===== src/rtl/lsu_pkg.sv =====
// Load/store unit shared types: store one-hot codes, store FSM states,
// and the store legality check used at request accept.
package lsu_pkg;

    localparam logic [2:0] ST_SB = 3'b100;
    localparam logic [2:0] ST_SH = 3'b010;
    localparam logic [2:0] ST_SW = 3'b001;

    typedef enum logic [1:0] {
        IDLE,
        RD_REQ,
        RD_WAIT,
        WR
    } st_state_t;

    // Type must be exactly one-hot; sh needs halfword and
    // sw needs word alignment.
    function automatic logic st_legal(
        input logic [2:0] src,
        input logic [1:0] off
    );
        logic ok;
        ok = 1'b0;
        case (src)
            ST_SB:   ok = 1'b1;
            ST_SH:   ok = ~off[0];
            ST_SW:   ok = (off == 2'b00);
            default: ok = 1'b0;
        endcase
        return ok;
    endfunction

endpackage


===== src/rtl/st_dat_rmw_if.sv =====
// Store request/response and word-memory bus bundle for st_dat_rmw.
// slave: the store block; master: MEM stage plus the memory.
interface st_dat_rmw_if #(
    parameter int ADDR_W = 32
);
    logic              req_valid;
    logic              req_ready;
    logic [2:0]        StoreSrcM;
    logic [ADDR_W-1:0] AddrM;
    logic [31:0]       WriteDataM;
    logic              st_done;
    logic              st_err;
    logic [ADDR_W-1:0] mem_addr;
    logic              mem_re;
    logic              mem_rvalid;
    logic [31:0]       mem_rdata;
    logic              mem_we;
    logic [31:0]       mem_wdata;
    logic              mem_wack;

    modport slave (
        input  req_valid,
        output req_ready,
        input  StoreSrcM,
        input  AddrM,
        input  WriteDataM,
        output st_done,
        output st_err,
        output mem_addr,
        output mem_re,
        input  mem_rvalid,
        input  mem_rdata,
        output mem_we,
        output mem_wdata,
        input  mem_wack
    );

    modport master (
        output req_valid,
        input  req_ready,
        output StoreSrcM,
        output AddrM,
        output WriteDataM,
        input  st_done,
        input  st_err,
        input  mem_addr,
        input  mem_re,
        output mem_rvalid,
        output mem_rdata,
        input  mem_we,
        input  mem_wdata,
        output mem_wack
    );

endinterface


===== src/rtl/st_dat_merge.sv =====
// Combinational lane merge: old word + store data/type/offset -> new word.
// Ports: old_word, data, src (one-hot sb/sh/sw), off (byte offset), merged.
module st_dat_merge
    import lsu_pkg::*;
(
    input  logic [31:0] old_word,
    input  logic [31:0] data,
    input  logic [2:0]  src,
    input  logic [1:0]  off,
    output logic [31:0] merged
);

    always_comb begin
        merged = old_word;
        unique case (1'b1)
            src[2]: merged[{off, 3'b000} +: 8] = data[7:0];
            src[1]: begin
                if (off[1]) merged[31:16] = data[15:0];
                else        merged[15:0]  = data[15:0];
            end
            src[0]: merged = data;
            default: merged = old_word;
        endcase
    end

endmodule


===== src/rtl/st_dat_rmw.sv =====
// Store unit: sw written directly, sb/sh via read-modify-write on a
// word-only memory; illegal requests rejected with st_err.
// Ports: clk, rst (async high), bus (slave: request, done/err, mem bus).
module st_dat_rmw
    import lsu_pkg::*;
#(
    parameter int ADDR_W    = 32,
    parameter bit SW_BYPASS = 1'b1
) (
    input logic         clk,
    input logic         rst,
    st_dat_rmw_if.slave bus
);

    st_state_t   state;
    logic [2:0]  cap_src;
    logic [1:0]  cap_off;
    logic [31:0] cap_data;
    logic [31:0] merged;
    logic        legal;
    logic        direct_sw;
    logic [ADDR_W-1:0] word_addr;

    assign legal = st_legal(bus.StoreSrcM, bus.AddrM[1:0]);
    assign direct_sw = SW_BYPASS && (bus.StoreSrcM == ST_SW);
    assign word_addr = {bus.AddrM[ADDR_W-1:2], 2'b00};

    st_dat_merge u_merge (
        .old_word (bus.mem_rdata),
        .data     (cap_data),
        .src      (cap_src),
        .off      (cap_off),
        .merged   (merged)
    );

    always_ff @(posedge clk or posedge rst) begin
        if (rst) begin
            state         <= IDLE;
            cap_src       <= ST_SW;
            cap_off       <= 2'b00;
            cap_data      <= 32'h0;
            bus.req_ready <= 1'b1;
            bus.st_done   <= 1'b0;
            bus.st_err    <= 1'b0;
            bus.mem_addr  <= '0;
            bus.mem_re    <= 1'b0;
            bus.mem_we    <= 1'b0;
            bus.mem_wdata <= 32'h0;
        end else begin
            bus.st_done <= 1'b0;
            bus.st_err  <= 1'b0;
            bus.mem_re  <= 1'b0;
            unique case (state)
                IDLE: begin
                    if (bus.req_valid) begin
                        if (!legal) begin
                            bus.st_err <= 1'b1;
                        end else begin
                            cap_src       <= bus.StoreSrcM;
                            cap_off       <= bus.AddrM[1:0];
                            cap_data      <= bus.WriteDataM;
                            bus.mem_addr  <= word_addr;
                            bus.req_ready <= 1'b0;
                            if (direct_sw) begin
                                state         <= WR;
                                bus.mem_we    <= 1'b1;
                                bus.mem_wdata <= bus.WriteDataM;
                            end else begin
                                state      <= RD_REQ;
                                bus.mem_re <= 1'b1;
                            end
                        end
                    end
                end
                RD_REQ, RD_WAIT: begin
                    // RD_REQ also catches a zero-latency read
                    if (bus.mem_rvalid) begin
                        state         <= WR;
                        bus.mem_we    <= 1'b1;
                        bus.mem_wdata <= merged;
                    end else begin
                        state <= RD_WAIT;
                    end
                end
                WR: begin
                    if (bus.mem_wack) begin
                        state         <= IDLE;
                        bus.mem_we    <= 1'b0;
                        bus.req_ready <= 1'b1;
                        bus.st_done   <= 1'b1;
                    end
                end
                default: state <= IDLE;
            endcase
        end
    end

endmodule

===== src/flat_wrapper.sv =====
// flat-port wrapper written by rule: the top's interface ports become plain ports
module st_dat_rmw_flat import lsu_pkg::*;
#(
    parameter int ADDR_W    = 32,
    parameter bit SW_BYPASS = 1'b1
)
  (clk, rst, bus_req_valid, bus_req_ready, bus_StoreSrcM, bus_AddrM, bus_WriteDataM, bus_st_done, bus_st_err, bus_mem_addr, bus_mem_re, bus_mem_rvalid, bus_mem_rdata, bus_mem_we, bus_mem_wdata, bus_mem_wack);
  st_dat_rmw_if #(.ADDR_W(ADDR_W)) bus_i ();
  input logic clk;
  input logic rst;
  input wire logic [$bits(bus_i.req_valid)-1:0] bus_req_valid;
  output wire logic [$bits(bus_i.req_ready)-1:0] bus_req_ready;
  input wire logic [$bits(bus_i.StoreSrcM)-1:0] bus_StoreSrcM;
  input wire logic [$bits(bus_i.AddrM)-1:0] bus_AddrM;
  input wire logic [$bits(bus_i.WriteDataM)-1:0] bus_WriteDataM;
  output wire logic [$bits(bus_i.st_done)-1:0] bus_st_done;
  output wire logic [$bits(bus_i.st_err)-1:0] bus_st_err;
  output wire logic [$bits(bus_i.mem_addr)-1:0] bus_mem_addr;
  output wire logic [$bits(bus_i.mem_re)-1:0] bus_mem_re;
  input wire logic [$bits(bus_i.mem_rvalid)-1:0] bus_mem_rvalid;
  input wire logic [$bits(bus_i.mem_rdata)-1:0] bus_mem_rdata;
  output wire logic [$bits(bus_i.mem_we)-1:0] bus_mem_we;
  output wire logic [$bits(bus_i.mem_wdata)-1:0] bus_mem_wdata;
  input wire logic [$bits(bus_i.mem_wack)-1:0] bus_mem_wack;
  assign bus_i.req_valid = bus_req_valid;
  assign bus_req_ready = bus_i.req_ready;
  assign bus_i.StoreSrcM = bus_StoreSrcM;
  assign bus_i.AddrM = bus_AddrM;
  assign bus_i.WriteDataM = bus_WriteDataM;
  assign bus_st_done = bus_i.st_done;
  assign bus_st_err = bus_i.st_err;
  assign bus_mem_addr = bus_i.mem_addr;
  assign bus_mem_re = bus_i.mem_re;
  assign bus_i.mem_rvalid = bus_mem_rvalid;
  assign bus_i.mem_rdata = bus_mem_rdata;
  assign bus_mem_we = bus_i.mem_we;
  assign bus_mem_wdata = bus_i.mem_wdata;
  assign bus_i.mem_wack = bus_mem_wack;
  st_dat_rmw #(.ADDR_W(ADDR_W), .SW_BYPASS(SW_BYPASS)) u_core (.clk(clk), .rst(rst), .bus(bus_i));
endmodule

===== config.mk =====
export PLATFORM = sky130hd
export DESIGN_NAME = st_dat_rmw_flat
export DESIGN_NICKNAME = d
export VERILOG_FILES = /design/src/rtl/lsu_pkg.sv /design/src/rtl/st_dat_rmw_if.sv /design/src/rtl/st_dat_merge.sv /design/src/rtl/st_dat_rmw.sv /design/src/flat_wrapper.sv
export SDC_FILE = /design/constraint.sdc
export NUM_CORES = 1
export LEC_CHECK = 0
export ABC_AREA = 1
export ABC_CLOCK_PERIOD_IN_PS = 8800
export CORE_MARGIN = 2
export CORE_UTILIZATION = 40
export CTS_BUF_LIST = sky130_fd_sc_hd__clkbuf_16
export DETAILED_ROUTE_END_ITERATION = 8
export PLACE_DENSITY_LB_ADDON = 0.15
export SLEW_MARGIN = 25
export SYNTH_ARGS = -nofsm -noshare
export SYNTH_HDL_FRONTEND = slang
export SYNTH_HIERARCHICAL = 1
export SYNTH_SLANG_ARGS = --single-unit
export TNS_END_PERCENT = 100

===== constraint.sdc =====
create_clock -name clk -period 8.8 [get_ports clk]
set_clock_uncertainty 0.2 [all_clocks]
set_input_delay 1.76 -clock clk [delete_from_list [all_inputs] [get_ports clk]]
set_output_delay 1.76 -clock clk [all_outputs]
set_load 0.02 [all_outputs]

==> results of run 1 <==
-- worst min path at each step --
| stage | cells past startpoint | end | slack [ns] |
|---|---|---|---|
| finish | 2 | u_core/bus.mem_we | 0.28 |
| global route | 2 | u_core/bus.mem_we | 0.31 |
| CTS | 2 | u_core/bus.mem_we | 0.28 |
| detailed placement | 2 | u_core/bus.mem_we | 0.27 |
| global placement | 2 | u_core/bus.mem_we | 0.26 |
| floorplan | 2 | u_core/cap_data[31] | 0.25 |
-- critical path, cell delays in order --
cell and delay, ns:
clkdlybuf4s50_1 0.52, inv_1 0.09, nand2_1 0.06, nand2_1 0.06, nand2_2 0.07, nand2_2 0.07, nand3_4 0.29, buf_4 0.75
nand2_1 0.11, o21ai_1 0.12
-- Yosys cell counts, drive strengths merged --
library cell / instances / share of area [%]
nand2: 356 / 23
o21ai: 154 / 13
dfrtp: 104 / 43
inv: 98 / 6.2
nand3: 44 / 4.1
buf: 28 / 4.0
clkbuf: 14 / 0.89
a21oi: 9 / 0.75
nor2: 9 / 0.68
a21boi: 7 / 0.87
ha: 7 / 1.5
nand3b: 7 / 0.87
dfstp: 2 / 0.87
nand4: 2 / 0.21
clkinv: 1 / 0.062
conb: 1 / 0.062
or2: 1 / 0.10
-- logic make-up after synthesis --
family                   count (synthesis)
AND/OR/NAND/NOR                        419
buffers and inverters                  141
other                                    1
flip-flops                             106
adder cells (fa/ha/maj)                  7
AO/OA/AOI/OAI                          170
-- where the power goes --
part / internal [W] / leakage [nW] / total, W / switching [W]
combinational: 0.000659 / 2.52 / 0.00167 / 0.00101
sequential: 0.000733 / 1.32 / 0.000956 / 0.000223
clock: 0.000222 / 0.134 / 0.000420 / 0.000198
-- through the flow --
step | total power, W | instance area, um^2
floorplan | 0.00208 | 6040
CTS | 0.00306 | 8010
global route | 0.00331 | 8010
detailed placement | 0.00263 | 7710
finish | 0.00305 | 8010
global placement | 0.00261 | 7710
-- state kept, by name (all words and copies together) (netlist names), 2 cells and up --
name,cells
u_core/bus.mem_addr,30
u_core/cap_src,3
u_core/cap_data,32
u_core/state,2
u_core/bus.mem_wdata,32
u_core/cap_off,2
-- layout make-up --
class | instances | area [um^2] | share of cell area (%)
repair buffers | 174 | 1730 | 21.6
multi-input cells | 598 | 2710 | 33.8
clock inverters | 7 | 77.6 | 0.969
clock buffers | 9 | 225 | 2.81
inverters | 99 | 382 | 4.76
flip-flops and latches | 106 | 2660 | 33.2
well taps | 184 | 230 | 2.87
-- per-layer routing --
metal  vias to the layer above  share of wire (%)  wire [um]
li1                       2931                  -          -
met1                      2571                 46       7590
met2                       197                 45       7400
met3                        27                7.2       1180
met4                         0                2.1        340
met5                         -                  0          0
==> flow_summary.toml, run 1 <==
[final_layout]
nNetsFinal = 1099
finalCoreUtilization_pct = 54.7
area_growth_syn_to_layout_pct = 32.7
final.fill_count = 1397
layout-drive-gt1-share_pct = 4.33
diodes = 0
finalNonFillerCells = 1177
final_cell_mix = "nand2_1 (347), clkdlybuf4s50_1 (170), dfrtp_1 (104)"
mostFrequentLayoutCell = "nand2_1"

[logic_synthesis]
syn_area_um2 = 6030
postSynthAreaPerCell_um2 = 7.15
yosysSeqAreaShare_pct = 44.0
synth-compound-area-share_pct = 14.5
ys_warn_count = 6
yosys.area_share.simple_pct = 28.8
synthMuxAreaShare_pct = 0
postSynthCellCount = 844
yosys.area_share.adder_pct = 1.45
synth_top_family_by_area = "simple AND/OR/NAND/NOR gates"
ys_ff_latch = 106
yosys.cell_types.count = 30
synth_xor_xnor_area_share_pct = 0

[floorplan]
initial_core_util_pct = 41.2
ios = 173
fp.coreArea_um2 = 14600
die_h_um = 127
die_x_um = 127
die_area_um2 = 16100
rows = 44

[clocking]
cts_tree = "built"
postCtsSetupBuffers = 0
cts_htree_levels = 3
cts.sinks = 106
ctsResizeCount = 0
postCtsHoldBufs = 0
clkLatencyLatePin_ns = 0.36
clk_pin_slew_ns = 0.08
clockBufferDepth = 2
clockRootBuffer = "clkbuf_16"
cts_buffers = 9

[route]
routedWlPerCell_um = 14.0
dr.pass1.iters = 5
num_vias = 5726
drt_iter0_drc = 343
drt-total-wl_um = 16500
route.detailed.drc = 0
postRouteAntennaNets = 0
via_per_inst = 4.86

[power_and_ir_drop]
peakVddDrop_mv = 0.317
leakage_nw = 3.98
powerDensity_nw_per_um2 = 380

[critical_path]
crit_arrival_ns = 4.01
critPathKind = "in2reg"
required_ns = 8.88
reg2reg_depth = 10
start_kind = "primary input"
r2r_slack_ns = 5.95
cp-endpoint = "u_core/cap_data[9]"
critPathMaxFanout = 101
worstSetupEndpointType = "flip-flop"
regToRegStartpoint = "u_core/cap_off[1]"
critPathLaunch = "bus_StoreSrcM[0]"
timing.rr.end = "u_core/bus.mem_wdata[13]"

[sta]
hold-worst-slack_ns = 0.277
slew_violations = 0
tightest_slew_ns = 0.927
finalSetupViolations = 0
finalHoldViolCount = 0
slew-limit-headroom_pct = 38.2
rsz0062_at_grt = "false"
fin_crit_ns = 3.93
finalWorstSetupSlack_ns = 4.87
period_share_pct = 44.6
setup_tns_ns = 0
max_freq_mhz = 255

[placed_design]
numPlacedInstances = 1161
gp_congestion = 0.807
pre_cts_slack_ns = 4.51
io_buffers = 170
hpwl_um = 11500

[global_routing]
grtUsageMet3_pct = 6.28
grtUsageMet1_pct = 27.0
grt_max_degree = 102
track_usage_pct = 20.6
grt_use_met2_pct = 32.7
grt_pass1_wl_um = 26600
busiest_layer = "met2"
grt.overflow.total = 0
antenna_found_initial = 0
grt_pass1_vias = 5390

[status]
outcome = "finished clean"

[flow_run]
maxCapViolCount = 0

[hold_path]
hold_start = "u_core/bus.mem_we"
hold_class = "reg2reg"
Note: power is estimated with default switching activity, not from simulation.
==> run 2: changes to the inputs <==
Settings changed: ABC_CLOCK_PERIOD_IN_PS 8800 to 3200.
Clock period 8.8 ns to 3.2 ns, I/O delays scaled along.
==> run 2 against run 1 <==
Net effect:
- combinational power rose to 2.8 times the previous value
- largest power group unchanged
- hold slack improved by 0.0090 ns
- critical path type is now reg2reg
- largest cell class unchanged
- sequential cell count did not move
- clock power rose to 2.6 times the previous value
- sequential power rose to 2.7 times the previous value
- non-clock buffer count rose by 5
- first-iteration DRC count rose by 10%
- total power rose to 2.8 times the previous value
- clock-buffer cell count did not move
==> flow_summary.toml, run 2 (synthesized netlist as in run 1, its figures left out) <==
[route]
route.detailed.drc = 0
dr.pass1.iters = 5
drt-met1-wl_um = 7330
via_per_inst = 4.79
route.met2.wl_um = 7570
dr.max_layer_used = "met4"
routedWlPerCell_um = 13.8
postRouteAntennaNets = 0
route.met3.wl_um = 1200
drt_iter0_drc = 378
num_vias = 5661
drt-total-wl_um = 16300

[critical_path]
crit_arrival_ns = 2.50
start_kind = "flip-flop"
worstSetupEndpointType = "flip-flop"
required_ns = 3.28
critPathMaxFanout = 12
critPathKind = "reg2reg"

[global_routing]
grt_pass1_wl_um = 27400
grt_pass1_vias = 5656
grt_max_degree = 107
grt.overflow.total = 0
antenna_found_initial = 0
track_usage_pct = 21.1

[final_layout]
finalCoreUtilization_pct = 55.2
top_regs = "u_core/bus.mem_wdata (32), u_core/cap_data (32), u_core/bus.mem_addr (30)"
area_growth_syn_to_layout_pct = 33.9
mostFrequentLayoutCell = "nand2_1"
stdcell_area_um2 = 8080
layout-drive-gt1-share_pct = 4.61
nNetsFinal = 1104
final_cell_mix = "nand2_1 (347), clkdlybuf4s50_1 (170), dfrtp_1 (104)"
finalNonFillerCells = 1181
final.fill_count = 1459
diodes = 0

[floorplan]
die_area_um2 = 16100
die_x_um = 127
initial_core_util_pct = 41.2
die_h_um = 127
ios = 173
fp.coreArea_um2 = 14600
rows = 44

[status]
outcome = "finished clean"

[clocking]
cts.sinks = 106
clockRootBuffer = "clkbuf_16"
ctsResizeCount = 0
postCtsSetupBuffers = 0
cts_tree = "built"
cts_htree_levels = 3
cts_buffers = 9
clk_pin_slew_ns = 0.07
postCtsHoldBufs = 0
clkLatencyLatePin_ns = 0.35
clockBufferDepth = 2

[power_and_ir_drop]
switching_share_pct = 46.4
leakage_nw = 4.02
p_sw_w = 0.00389
clkPwrFrac_pct = 13.0
combPwrFrac_pct = 56.1
sequentialPowerShare_pct = 30.9
p_int_w = 0.00450
powerDensity_nw_per_um2 = 1040
peakVddDrop_mv = 0.520

[hold_path]
hold_class = "reg2reg"

[sta]
max_freq_mhz = 413
setup_tns_ns = 0
fin_crit_ns = 2.42
finalHoldViolCount = 0
finalSetupViolations = 0
rsz0062_at_grt = "false"
slew-limit-headroom_pct = 62.2
tightest_slew_ns = 0.567
slew_violations = 0
period_share_pct = 75.6

[placed_design]
dpl-instance-area_um2 = 7790
gp_congestion = 0.872
hpwl_um = 11800
numPlacedInstances = 1166
io_buffers = 170

[flow_run]
maxCapViolCount = 0
run 2: worst max-delay path, cell delays in order, from the launching register on:
cell and delay (ns):
dfrtp_1 0.66, inv_6 0.12, ha_1 0.27, inv_2 0.17
nand3_1 0.26, o21ai_0 0.23, nand2_1 0.08, nand2_1 0.09
o21ai_0 0.10, o21ai_1 0.16
run 2: per-stage QoR:
step / setup slack (ns) / hold WS [ns] / power, W
CTS: 0.771 / 0.292 / 0.00848
global placement: 0.755 / 0.265 / 0.00726
floorplan: 1.09 / 0.253 / 0.00572
detailed placement: 0.675 / 0.275 / 0.00734
global route: 0.572 / 0.312 / 0.00918
finish: 0.780 / 0.286 / 0.00838
run 2: cell type report:
class | instances | area, um^2 | share of cell area, %
clock buffer | 9 | 225 | 2.79
clock inverter | 6 | 58.8 | 0.728
inverter | 99 | 383 | 4.74
multi-input combinational | 598 | 2710 | 33.5
sequential | 106 | 2660 | 32.9
tap | 184 | 230 | 2.85
timing repair buffer | 179 | 1820 | 22.5
run 2: layer usage:
| layer | global-route usage (%) | vias to the layer above |
|---|---|---|
| li1 | - | 2941 |
| met4 | 5.43 | 0 |
| met3 | 6.62 | 12 |
| met2 | 35.2 | 157 |
| met1 | 26.7 | 2551 |
| met5 | 0 | - |
run 2: final timing paths:
path / start / endpoint / slack, ns / depth (start not counted)
max: u_core/cap_off[1] / u_core/bus.mem_wdata[30] / 0.78 / 9
min: u_core/bus.mem_we / u_core/bus.mem_we / 0.29 / 2
max reg2reg: u_core/cap_off[1] / u_core/bus.mem_wdata[30] / 0.78 / 9
min reg2reg: u_core/bus.mem_we / u_core/bus.mem_we / 0.29 / 2
max in group asynchronous: rst / u_core/bus.mem_wdata[28] / 1.76 / 3
min in group asynchronous: rst / u_core/bus.mem_addr[12] / 0.61 / 3
run 2: power by group through the flow:
stage / sequential [W] / combinational [W] / clock (W)
global route: 0.00270 / 0.00531 / 0.00117
detailed placement: 0.00261 / 0.00473 / 0
CTS: 0.00260 / 0.00474 / 0.00113
global placement: 0.00261 / 0.00466 / 0
floorplan: 0.00289 / 0.00283 / 0
finish: 0.00259 / 0.00470 / 0.00109
